File: config.mk
export PLATFORM = sky130hd
export DESIGN_NAME = fetch_sequencer
export DESIGN_NICKNAME = d
export VERILOG_FILES = /design/src/rtl/fetch_pkg.sv /design/src/rtl/sync_fifo.sv /design/src/rtl/fetch_sequencer.sv
export SDC_FILE = /design/constraint.sdc
export NUM_CORES = 1
export LEC_CHECK = 0
export CAP_MARGIN = 20
export CORE_UTILIZATION = 40
export CTS_CLUSTER_SIZE = 14
export DETAILED_ROUTE_END_ITERATION = 10
export PLACE_DENSITY_LB_ADDON = 0.12
export REMOVE_ABC_BUFFERS = 1
export SLEW_MARGIN = 20
export SYNTH_ARGS = -nofsm -noshare
export SYNTH_HDL_FRONTEND = slang
export SYNTH_SLANG_ARGS = --single-unit
File: constraint.sdc
create_clock -name f_clk -period 2.85 [get_ports f_clk]
set_clock_uncertainty 0.05 [all_clocks]
set_input_delay 0.57 -clock f_clk [delete_from_list [all_inputs] [get_ports f_clk]]
set_output_delay 0.57 -clock f_clk [all_outputs]
set_load 0.005 [all_outputs]
File: src/rtl/fetch_pkg.sv
// ---------------------------------------------------------------------------
// fetch_pkg
// Shared definitions for the fetch sequencer and its instruction queue.
//
// Contents:
//   ST_IDLE / ST_FETCH / ST_DRAIN / ST_DONE : sequencer state encoding
//   pc_width()                              : width of a word index into a
//                                             program of the given length
// ---------------------------------------------------------------------------
package fetch_pkg;

    localparam logic [1:0] ST_IDLE  = 2'd0;
    localparam logic [1:0] ST_FETCH = 2'd1;
    localparam logic [1:0] ST_DRAIN = 2'd2;
    localparam logic [1:0] ST_DONE  = 2'd3;

    // A one-word program still needs a one-bit index, so never return zero.
    function automatic int pc_width(input int words);
        if (words <= 2) begin
            return 1;
        end
        return $clog2(words);
    endfunction

endpackage

File: src/rtl/sync_fifo.sv
// ---------------------------------------------------------------------------
// sync_fifo
// Single-clock FIFO holding instruction words (with their word index) between
// the transmitter and the decode handshake.
//
// Ports:
//   f_clk      in   clock
//   f_rst      in   asynchronous active-low reset
//   flush      in   empties the queue; wins over push and pop
//   push       in   write push_data at the tail (ignored when full)
//   push_data  in   WIDTH-bit entry
//   pop        in   drop the head entry (ignored when empty)
//   head_data  out  entry at the head; undefined content when empty
//   count      out  number of valid entries, 0..DEPTH
//   empty      out  count == 0
// DEPTH must be a power of two so the pointers wrap by overflow.
// ---------------------------------------------------------------------------
module sync_fifo #(
    parameter int WIDTH = 8,
    parameter int DEPTH = 4
) (
    input  logic                     f_clk,
    input  logic                     f_rst,
    input  logic                     flush,
    input  logic                     push,
    input  logic [WIDTH-1:0]         push_data,
    input  logic                     pop,
    output logic [WIDTH-1:0]         head_data,
    output logic [$clog2(DEPTH):0]   count,
    output logic                     empty
);

    localparam int AW = $clog2(DEPTH);
    localparam logic [AW:0] FULL_COUNT = (AW + 1)'(DEPTH);

    logic [WIDTH-1:0] mem [DEPTH];
    logic [AW-1:0]    wr_ptr;
    logic [AW-1:0]    rd_ptr;
    logic             full;
    logic             do_push;
    logic             do_pop;

    // Qualified operations: a flush cancels any push or pop in the same cycle,
    // and overflow/underflow requests are dropped rather than corrupting state.
    assign empty     = (count == '0);
    assign full      = (count == FULL_COUNT);
    assign do_push   = push && !full && !flush;
    assign do_pop    = pop && !empty && !flush;
    assign head_data = mem[rd_ptr];

    // Storage array. It carries no reset: an entry is only ever read after a
    // push has written it, and the head is masked by the parent when empty.
    always_ff @(posedge f_clk) begin
        if (do_push) begin
            mem[wr_ptr] <= push_data;
        end
    end

    // Pointers and occupancy. Simultaneous push and pop keep the count steady.
    always_ff @(posedge f_clk or negedge f_rst) begin
        if (!f_rst) begin
            wr_ptr <= '0;
            rd_ptr <= '0;
            count  <= '0;
        end else if (flush) begin
            wr_ptr <= '0;
            rd_ptr <= '0;
            count  <= '0;
        end else begin
            if (do_push) begin
                wr_ptr <= wr_ptr + AW'(1);
            end
            if (do_pop) begin
                rd_ptr <= rd_ptr + AW'(1);
            end
            case ({do_push, do_pop})
                2'b10:   count <= count + (AW + 1)'(1);
                2'b01:   count <= count - (AW + 1)'(1);
                default: count <= count;
            endcase
        end
    end

endmodule

File: src/rtl/fetch_sequencer.sv
// ---------------------------------------------------------------------------
// fetch_sequencer
// Drives the instruction transmitter's sync request, captures each returned
// word into a small queue and hands it to decode over valid/ready. Runs a
// single program pass or loops, withholds sync for back-pressure, and can be
// flushed at any time. It is the only agent driving the transmitter sync.
//
// Ports:
//   f_clk      in   clock shared with the transmitter
//   f_rst      in   asynchronous active-low reset (shared with transmitter)
//   f_i_start  in   pulse; starts a pass from IDLE or DONE
//   f_i_loop   in   keep fetching past PROG_LEN, wrapping the index
//   f_i_flush  in   pulse; abort and discard queued and in-flight words
//   f_o_syn    out  sync request to the transmitter
//   f_i_ack    in   transmitter acknowledge, one cycle after sync
//   f_i_instr  in   transmitter word, valid with f_i_ack
//   f_o_valid  out  decode word valid
//   f_i_ready  in   decode accepts the word
//   f_o_instr  out  head instruction (zero when nothing is queued)
//   f_o_pc     out  word index of f_o_instr (zero when nothing is queued)
//   f_o_busy   out  FETCH or DRAIN
//   f_o_done   out  DONE
// ---------------------------------------------------------------------------
module fetch_sequencer
    import fetch_pkg::*;
#(
    parameter int  IWIDTH   = 32,
    parameter int  PROG_LEN = 36,
    parameter int  QDEPTH   = 4,
    localparam int PCW      = pc_width(PROG_LEN)
) (
    input  logic              f_clk,
    input  logic              f_rst,
    input  logic              f_i_start,
    input  logic              f_i_loop,
    input  logic              f_i_flush,
    output logic              f_o_syn,
    input  logic              f_i_ack,
    input  logic [IWIDTH-1:0] f_i_instr,
    output logic              f_o_valid,
    input  logic              f_i_ready,
    output logic [IWIDTH-1:0] f_o_instr,
    output logic [PCW-1:0]    f_o_pc,
    output logic              f_o_busy,
    output logic              f_o_done
);

    localparam int CNTW = $clog2(PROG_LEN + 1);
    localparam int QCW  = $clog2(QDEPTH) + 1;
    localparam int EW   = IWIDTH + PCW;

    localparam logic [CNTW-1:0] FULL_PASS = CNTW'(PROG_LEN);
    localparam logic [PCW-1:0]  LAST_PC   = PCW'(PROG_LEN - 1);
    localparam logic [QCW:0]    QLIMIT    = (QCW + 1)'(QDEPTH);

    logic [1:0]      state;
    logic [1:0]      state_nxt;
    logic [CNTW-1:0] issue_cnt;
    logic            inflight;
    logic            discard;
    logic [PCW-1:0]  fetch_ptr;

    logic [QCW-1:0]  q_count;
    logic            q_empty;
    logic [EW-1:0]   q_head;

    logic            credit_ok;
    logic            issue_ok;
    logic            start_ok;
    logic            push;
    logic            pop;

    // Credit rule: a sync is only raised when the queue can absorb both the
    // word already on its way and the new one, so an ack never meets a full
    // queue. At most one word is ever in flight because inflight mirrors sync.
    assign credit_ok = ({1'b0, q_count} + {{QCW{1'b0}}, inflight}) < QLIMIT;
    assign issue_ok  = f_i_loop || (issue_cnt < FULL_PASS);
    assign f_o_syn   = (state == ST_FETCH) && credit_ok && issue_ok && !f_i_flush;

    // Acks arriving right after a flush belong to the aborted stream and are
    // dropped; a flush also wins over an ack arriving in its own cycle.
    assign push     = f_i_ack && !discard && !f_i_flush;
    assign pop      = f_o_valid && f_i_ready;
    assign start_ok = f_i_start && ((state == ST_IDLE) || (state == ST_DONE));

    // Decode side: head of the queue, forced to zero when nothing is queued.
    assign f_o_valid = !q_empty;
    assign f_o_instr = q_empty ? '0 : q_head[EW-1:PCW];
    assign f_o_pc    = q_empty ? '0 : q_head[PCW-1:0];
    assign f_o_busy  = (state == ST_FETCH) || (state == ST_DRAIN);
    assign f_o_done  = (state == ST_DONE);

    // Each queue entry carries the word together with its program index.
    sync_fifo #(
        .WIDTH (EW),
        .DEPTH (QDEPTH)
    ) u_queue (
        .f_clk     (f_clk),
        .f_rst     (f_rst),
        .flush     (f_i_flush),
        .push      (push),
        .push_data ({f_i_instr, fetch_ptr}),
        .pop       (pop),
        .head_data (q_head),
        .count     (q_count),
        .empty     (q_empty)
    );

    // Next-state logic. Flush overrides everything and returns to IDLE; start
    // is only honoured from IDLE or DONE. FETCH leaves once a non-looping pass
    // has issued every word; DRAIN waits for the last word to leave decode.
    always_comb begin
        state_nxt = state;
        if (f_i_flush) begin
            state_nxt = ST_IDLE;
        end else begin
            case (state)
                ST_IDLE: begin
                    if (f_i_start) begin
                        state_nxt = ST_FETCH;
                    end
                end
                ST_FETCH: begin
                    if (!f_i_loop && (issue_cnt == FULL_PASS)) begin
                        state_nxt = ST_DRAIN;
                    end
                end
                ST_DRAIN: begin
                    if (!inflight && q_empty) begin
                        state_nxt = ST_DONE;
                    end
                end
                ST_DONE: begin
                    if (f_i_start) begin
                        state_nxt = ST_FETCH;
                    end
                end
                default: state_nxt = ST_IDLE;
            endcase
        end
    end

    // State register.
    always_ff @(posedge f_clk or negedge f_rst) begin
        if (!f_rst) begin
            state <= ST_IDLE;
        end else begin
            state <= state_nxt;
        end
    end

    // In-flight tracking. discard only lives for the cycle after a flush.
    always_ff @(posedge f_clk or negedge f_rst) begin
        if (!f_rst) begin
            inflight <= 1'b0;
            discard  <= 1'b0;
        end else begin
            inflight <= f_o_syn;
            discard  <= f_i_flush ? inflight : 1'b0;
        end
    end

    // The fetch pointer follows the transmitter, so it steps on every ack,
    // including discarded ones; a flush deliberately does not rewind it.
    always_ff @(posedge f_clk or negedge f_rst) begin
        if (!f_rst) begin
            fetch_ptr <= '0;
        end else if (f_i_ack) begin
            fetch_ptr <= (fetch_ptr == LAST_PC) ? '0 : fetch_ptr + PCW'(1);
        end
    end

    // Issue counter: cleared by an accepted start, saturates at one full pass
    // so a looping run can be ended cleanly by dropping f_i_loop.
    always_ff @(posedge f_clk or negedge f_rst) begin
        if (!f_rst) begin
            issue_cnt <= '0;
        end else if (start_ok && !f_i_flush) begin
            issue_cnt <= '0;
        end else if (f_o_syn && (issue_cnt < FULL_PASS)) begin
            issue_cnt <= issue_cnt + CNTW'(1);
        end
    end

endmodule

==> results.toml, run 1 <==
[critical_path]
crit_chain = "buf_12 > clkbuf_16 > mux4_2 > and2_1 > clkdlybuf4s50_1"
rrSetupSlack_ns = 0.38
cp-end-kind = "output pin"
cp_slowest_cell = "mux4_2"
cp.arrival_ns = 2.16
start_kind = "flip-flop"
cp_data_required_time_ns = 2.23
rr_endpoint = "u_queue.count[2]"
max_stage_delay_ns = 0.48
reg2regPathDepth = 8
path_class = "reg2out"
timing.rr.start = "u_queue.count[0]"
cp_max_fo = 8

[global_routing]
grt_pass1_wl_um = 20000
grt_max_degree = 43
grt_pass1_vias = 3722
grt_usage_pct = 15.2
grt-ovfl-total = 0
antenna_found_initial = 0

[power_and_ir_drop]
irDropWorstVdd_uv = 473
p_leak_nw = 3.57
p_seq_share_pct = 38.9
clkPwrFrac_pct = 29.2
p_int_mw = 6.16
switching_power_mw = 2.19
power_frac_comb_pct = 31.9
p_sw_share_pct = 26.2
p_per_area_mw_per_mm2 = 902

[timing]
period_share_pct = 97.7
rsz0062_at_grt = "false"
worst_slack_ns = 0.0668
finalSetupTns_ns = 0
min_period_ns = 2.78
hold_viol_final = 0
drv_slew = 0
worst_slew_pin_slew_ns = 0.735
fmax_ghz = 0.359
slew_headroom_pct = 50.9
finalSetupViolations = 0

[logic_synthesis]
post-synth-top-count-cell = "edfxtp_1"
netlist_instances = 372
syn_area_mm2 = 0.00707
yosys_warnings = 0
synth_edf_count = 152
synth_top_area_cell = "edfxtp_1"
yosys-top-cells-area = "edfxtp_1, mux4_2, dfrtp_1"
postSynthAreaPerCell_um2 = 19.0
synth_top_area_share_pct = 64.6
ys_ff_latch = 175
synth_common_cells = "edfxtp_1, and2_1, mux4_2, dfrtp_1, nor2_1"
async_reset_ff_share_pct = 13.1
yosysUniqueCellTypes = 38
ys.flop_type = "edfxtp_1"
yosysSeqAreaShare_pct = 72.7

[final_layout]
nets = 546
instances_no_fill = 733
final_layout_size_suffix_gt1_share_pct = 24.6
post-route-util_pct = 53.5
areaGrowthSynthToFinish_pct = 31.0
antennaDiodeCount = 0
design_area_mm2 = 0.00926
fill_cells = 1405

[clock_tree]
ctsHoldBuffers = 0
cts_tree = "built"
cts_made_buffers = 17
root_buffer = "clkbuf_16"
clkSinkCount = 175
htreeDepth = 4
path_clk_slew_ns = 0.07
clock_latency_ns = 0.42
clock_path_buffers = 2

[run]
cap_viol_max_count = 0

[floorplanning]
core_area_mm2 = 0.0173
row_count = 48
die_width_um = 135
start_util_pct = 40.9
die-area_mm2 = 0.0182
die_h_um = 135
ioPinCount = 81

[route]
wl_per_cell_um = 18.2
drc = 0
first_iter_violations = 174
drt_first_pass_iters = 4
vias = 3685
routed_wirelength_um = 13300
viasPerCell = 5.03
drtAntennaViolNets = 0

[placed_design]
post_dp_cell_area_mm2 = 0.00832
io_buffers = 80
placedCellCount = 679
hpwl_um = 7790
place_congestion = 0.715
dp_worst_setup_slack_ns = 0.142

[hold_path]
min_path_type = "in2async"

[outcome]
status = "finished clean"
==> kinds of logic (layout without fill, tap and decap cells) <==
group                      Yosys count  in the layout  synth area share (%)
DFF                                175            175                  72.7
and+or+nand+nor                     94             94                  7.82
muxes                               47             47                  13.5
buffers and inverters               25            161                  1.45
adders and majority gates           12             12                  2.23
xor gates and xnor gates            10             10                  1.35
AOI/OAI and AO/OA                    9              9                 0.956
==> flip-flops by register name, indices dropped and copies added (netlist names) <==
| register | cells |
|---|---|
| state | 2 |
| issue_cnt | 6 |
| u_queue.mem | 152 |
| fetch_ptr | 6 |
| discard | 1 |
| u_queue.rd_ptr | 2 |
| inflight | 1 |
| u_queue.count | 3 |
| u_queue.wr_ptr | 2 |
==> worst max-delay path by stage <==
stage / endpoint / start
finish: f_o_instr[29] / u_queue.rd_ptr[0]
global route: f_o_instr[17] / u_queue.rd_ptr[0]
CTS: f_o_instr[6] / u_queue.rd_ptr[0]
detailed placement: u_queue.count[2] / f_i_flush
global placement: u_queue.count[2] / f_i_flush
floorplan: f_o_instr[0] / u_queue.rd_ptr[0]
==> final cells by class <==
| class | instances | area (um2) | area share, % |
|---|---|---|---|
| well taps | 225 | 282 | 3.04 |
| flip-flops and latches | 175 | 5140 | 55.5 |
| multi-input cells | 172 | 1840 | 19.9 |
| clock inverters | 15 | 205 | 2.22 |
| clock buffers | 17 | 425 | 4.60 |
| repair buffers | 121 | 1330 | 14.4 |
| inverters | 8 | 30.0 | 0.324 |
==> power by group through the flow <==
| stage | Combinational (mW) | Clock, mW | Sequential [mW] |
|---|---|---|---|
| floorplan | 1.10 | 0 | 3.37 |
| global placement | 2.41 | 0 | 3.29 |
| detailed placement | 2.44 | 0 | 3.31 |
| CTS | 2.43 | 2.49 | 3.26 |
| global route | 2.89 | 2.57 | 3.28 |
| finish | 2.66 | 2.44 | 3.25 |
==> per-layer routing <==
layer  vias to the layer above  routed length (um)  global-route usage, %
met5                         -                   0                      0
met1                      1899                5780                   18.2
met4                         0                 212                   6.37
met3                        17                 464                   3.42
met2                        73                6850                   26.4
li1                       1696                   -                      -
==> critical path: cells and delay by family, from the launching register on <==
kind	cells	cell delay (ns)
simple gates	1	0.16
buf+inv	3	0.73
mux	1	0.48
flops	1	0.37
==> placed cells by master (no fill, tap or decap), drive strengths merged, types with 2 or more instances in the layout <==
master / n
and3: 3
nand2: 6
mux4: 38
mux2: 6
nor3b: 3
nor2: 18
nand3: 4
xor2: 6
and2: 43
mux2i: 3
buf: 38
a31oi: 2
clkbuf: 20
dlygate4sd2: 6
dlymetal6s2s: 22
clkdlybuf4s50: 52
edfxtp: 152
clkinv: 4
ha: 11
nand2b: 2
nand4: 5
o31ai: 2
nor4b: 2
nor3: 2
inv: 13
xnor2: 4
nor2b: 2
clkinvlp: 2
bufinv: 4
dfrtp: 23
==> what timing repair did <==
item	in CTS	in global routing
endpoints found under the setup margin	38	33
pin swaps	0	0
gates cloned	0	3
buffers inserted	0	19
resized for setup	10	27
==> stage by stage <==
step / hold WS (ns) / power (mW)
final: 0.442 / 8.35
after global routing: 0.477 / 8.73
after CTS: 0.442 / 8.18
after detailed placement: 0.471 / 5.75
after global placement: 0.465 / 5.70
after floorplan: 0.224 / 4.47
Power figures use the tool's default switching activity.
==> inputs of run 2 (changes only) <==
Settings changed: REMOVE_ABC_BUFFERS 1 to unset.
==> results.toml, run 2 (same netlist as run 1, synthesis figures left out) <==
[route]
drtAntennaViolNets = 0
vias = 3614
first_iter_violations = 304
drc = 0
viasPerCell = 5.02
drt_first_pass_iters = 7
wl_per_cell_um = 18.6
routed_wirelength_um = 13400

[critical_path]
rr_endpoint = "u_queue.count[2]"
rrSetupSlack_ns = 0.42
reg2regPathDepth = 8
timing.rr.start = "u_queue.count[1]"
cp_max_fo = 14
start_kind = "flip-flop"
cp.arrival_ns = 2.17
cp_data_required_time_ns = 2.23
crit_chain = "buf_12 > mux4_2 > and2_1 > clkdlybuf4s50_1"
cp-end-kind = "output pin"
path_class = "reg2out"
cp_slowest_cell = "mux4_2"
max_stage_delay_ns = 0.50

[timing]
worst_slack_ns = 0.0621
rsz0062_at_grt = "true"
drv_slew = 0
holdWs_ns = 0.455
finalSetupViolations = 0
slew_headroom_pct = 59.2
fmax_ghz = 0.359
period_share_pct = 97.8
min_period_ns = 2.79
hold_viol_final = 0
worst_slew_pin_slew_ns = 0.603

[placed_design]
post_dp_cell_area_mm2 = 0.00832
dp_worst_setup_slack_ns = 0.0995
hpwl_um = 7700
io_buffers = 80
place_congestion = 0.745

[power_and_ir_drop]
irDropWorstVdd_uv = 562
finalPower_mw = 8.41
p_per_area_mw_per_mm2 = 916
p_leak_nw = 3.48

[clock_tree]
cts_tree = "built"
ctsHoldBuffers = 0
path_clk_slew_ns = 0.07
clkSinkCount = 175
clock_latency_ns = 0.42
cts_made_buffers = 17
htreeDepth = 4
clock_path_buffers = 2
root_buffer = "clkbuf_16"

[floorplanning]
row_count = 48
ioPinCount = 81
die-area_mm2 = 0.0182
start_util_pct = 40.9
die_h_um = 135
die_width_um = 135
core_area_mm2 = 0.0173

[final_layout]
largest_reg_flops = 152
design_area_mm2 = 0.00918
final_common_cell = "edfxtp_1"
regMostFlops = "u_queue.mem"
antennaDiodeCount = 0
nets = 533
final_layout_size_suffix_gt1_share_pct = 22.6
final_cell_mix = "edfxtp_1, clkdlybuf4s50_1, and2_1, mux4_2"
top_regs = "u_queue.mem (152), fetch_ptr (6), issue_cnt (6)"
post-route-util_pct = 53.1
areaGrowthSynthToFinish_pct = 29.9

[global_routing]
grt_pass1_vias = 3793
grt_usage_pct = 15.6
grt_max_degree = 43
grt_pass1_wl_um = 20600
antenna_found_initial = 0
grt-ovfl-total = 0

[outcome]
status = "finished clean"

[run]
cap_viol_max_count = 0

[hold_path]
min_path_type = "in2async"

[logic_synthesis]
synth_fp_nets = 423
[run 2: worst max-delay path: cells and delay by family (launching register included)]
kind,cells,cell delay (ns)
buffers and inverters,2,0.64
multiplexers,1,0.50
flip-flops,1,0.42
AND/OR/NAND/NOR,1,0.19
[run 2: how the worst max path moves through the flow]
stage	from	endpoint	slack, ns
3_5_place_dp	f_i_flush	f_o_syn	0.1
5_1_grt	u_queue.rd_ptr[0]	f_o_instr[20]	-0.04
6_report	u_queue.rd_ptr[0]	f_o_instr[0]	0.06
2_1_floorplan	f_i_ack	u_queue.mem[0][0]	0.23
3_3_place_gp	f_i_flush	f_o_syn	0.18
4_1_cts	u_queue.rd_ptr[0]	f_o_pc[0]	-0.01
[run 2: per-layer routing]
metal / GRT usage, % / share of wire (%)
met5: 0 / 0
met4: 7.12 / 1.4
met3: 3.34 / 3.3
met2: 25.5 / 49
met1: 20.2 / 46
[run 2: power breakdown]
group | total [mW] | switching (mW) | internal (mW)
Combinational | 2.57 | 1.07 | 1.50
Clock | 2.58 | 0.936 | 1.65
Sequential | 3.25 | 0.172 | 3.08
Total | 8.41 | 2.18 | 6.23
[run 2: metrics by stage]
stage | setup TNS (ns) | std cells
floorplan | 0 | 372
global placement | 0 | 681
detailed placement | 0 | 681
CTS | -0.0198 | 715
global route | -0.221 | 720
finish | 0 | 720
[run 2: repair_timing]
item,in CTS,in global routing
setup endpoints to repair,38,25
cloned,1,2
resized for setup,17,25
setup buffers,1,3
[run 2: final cells by class]
cell class / instances / area, um2
Clock inverter: 14 / 239
Inverter: 8 / 30.0
Tap cell: 225 / 282
Sequential cell: 175 / 5140
Multi-Input combinational cell: 172 / 1840
Timing Repair Buffer: 108 / 1220
Fill cell: 1370 / 8120
Clock buffer: 18 / 429
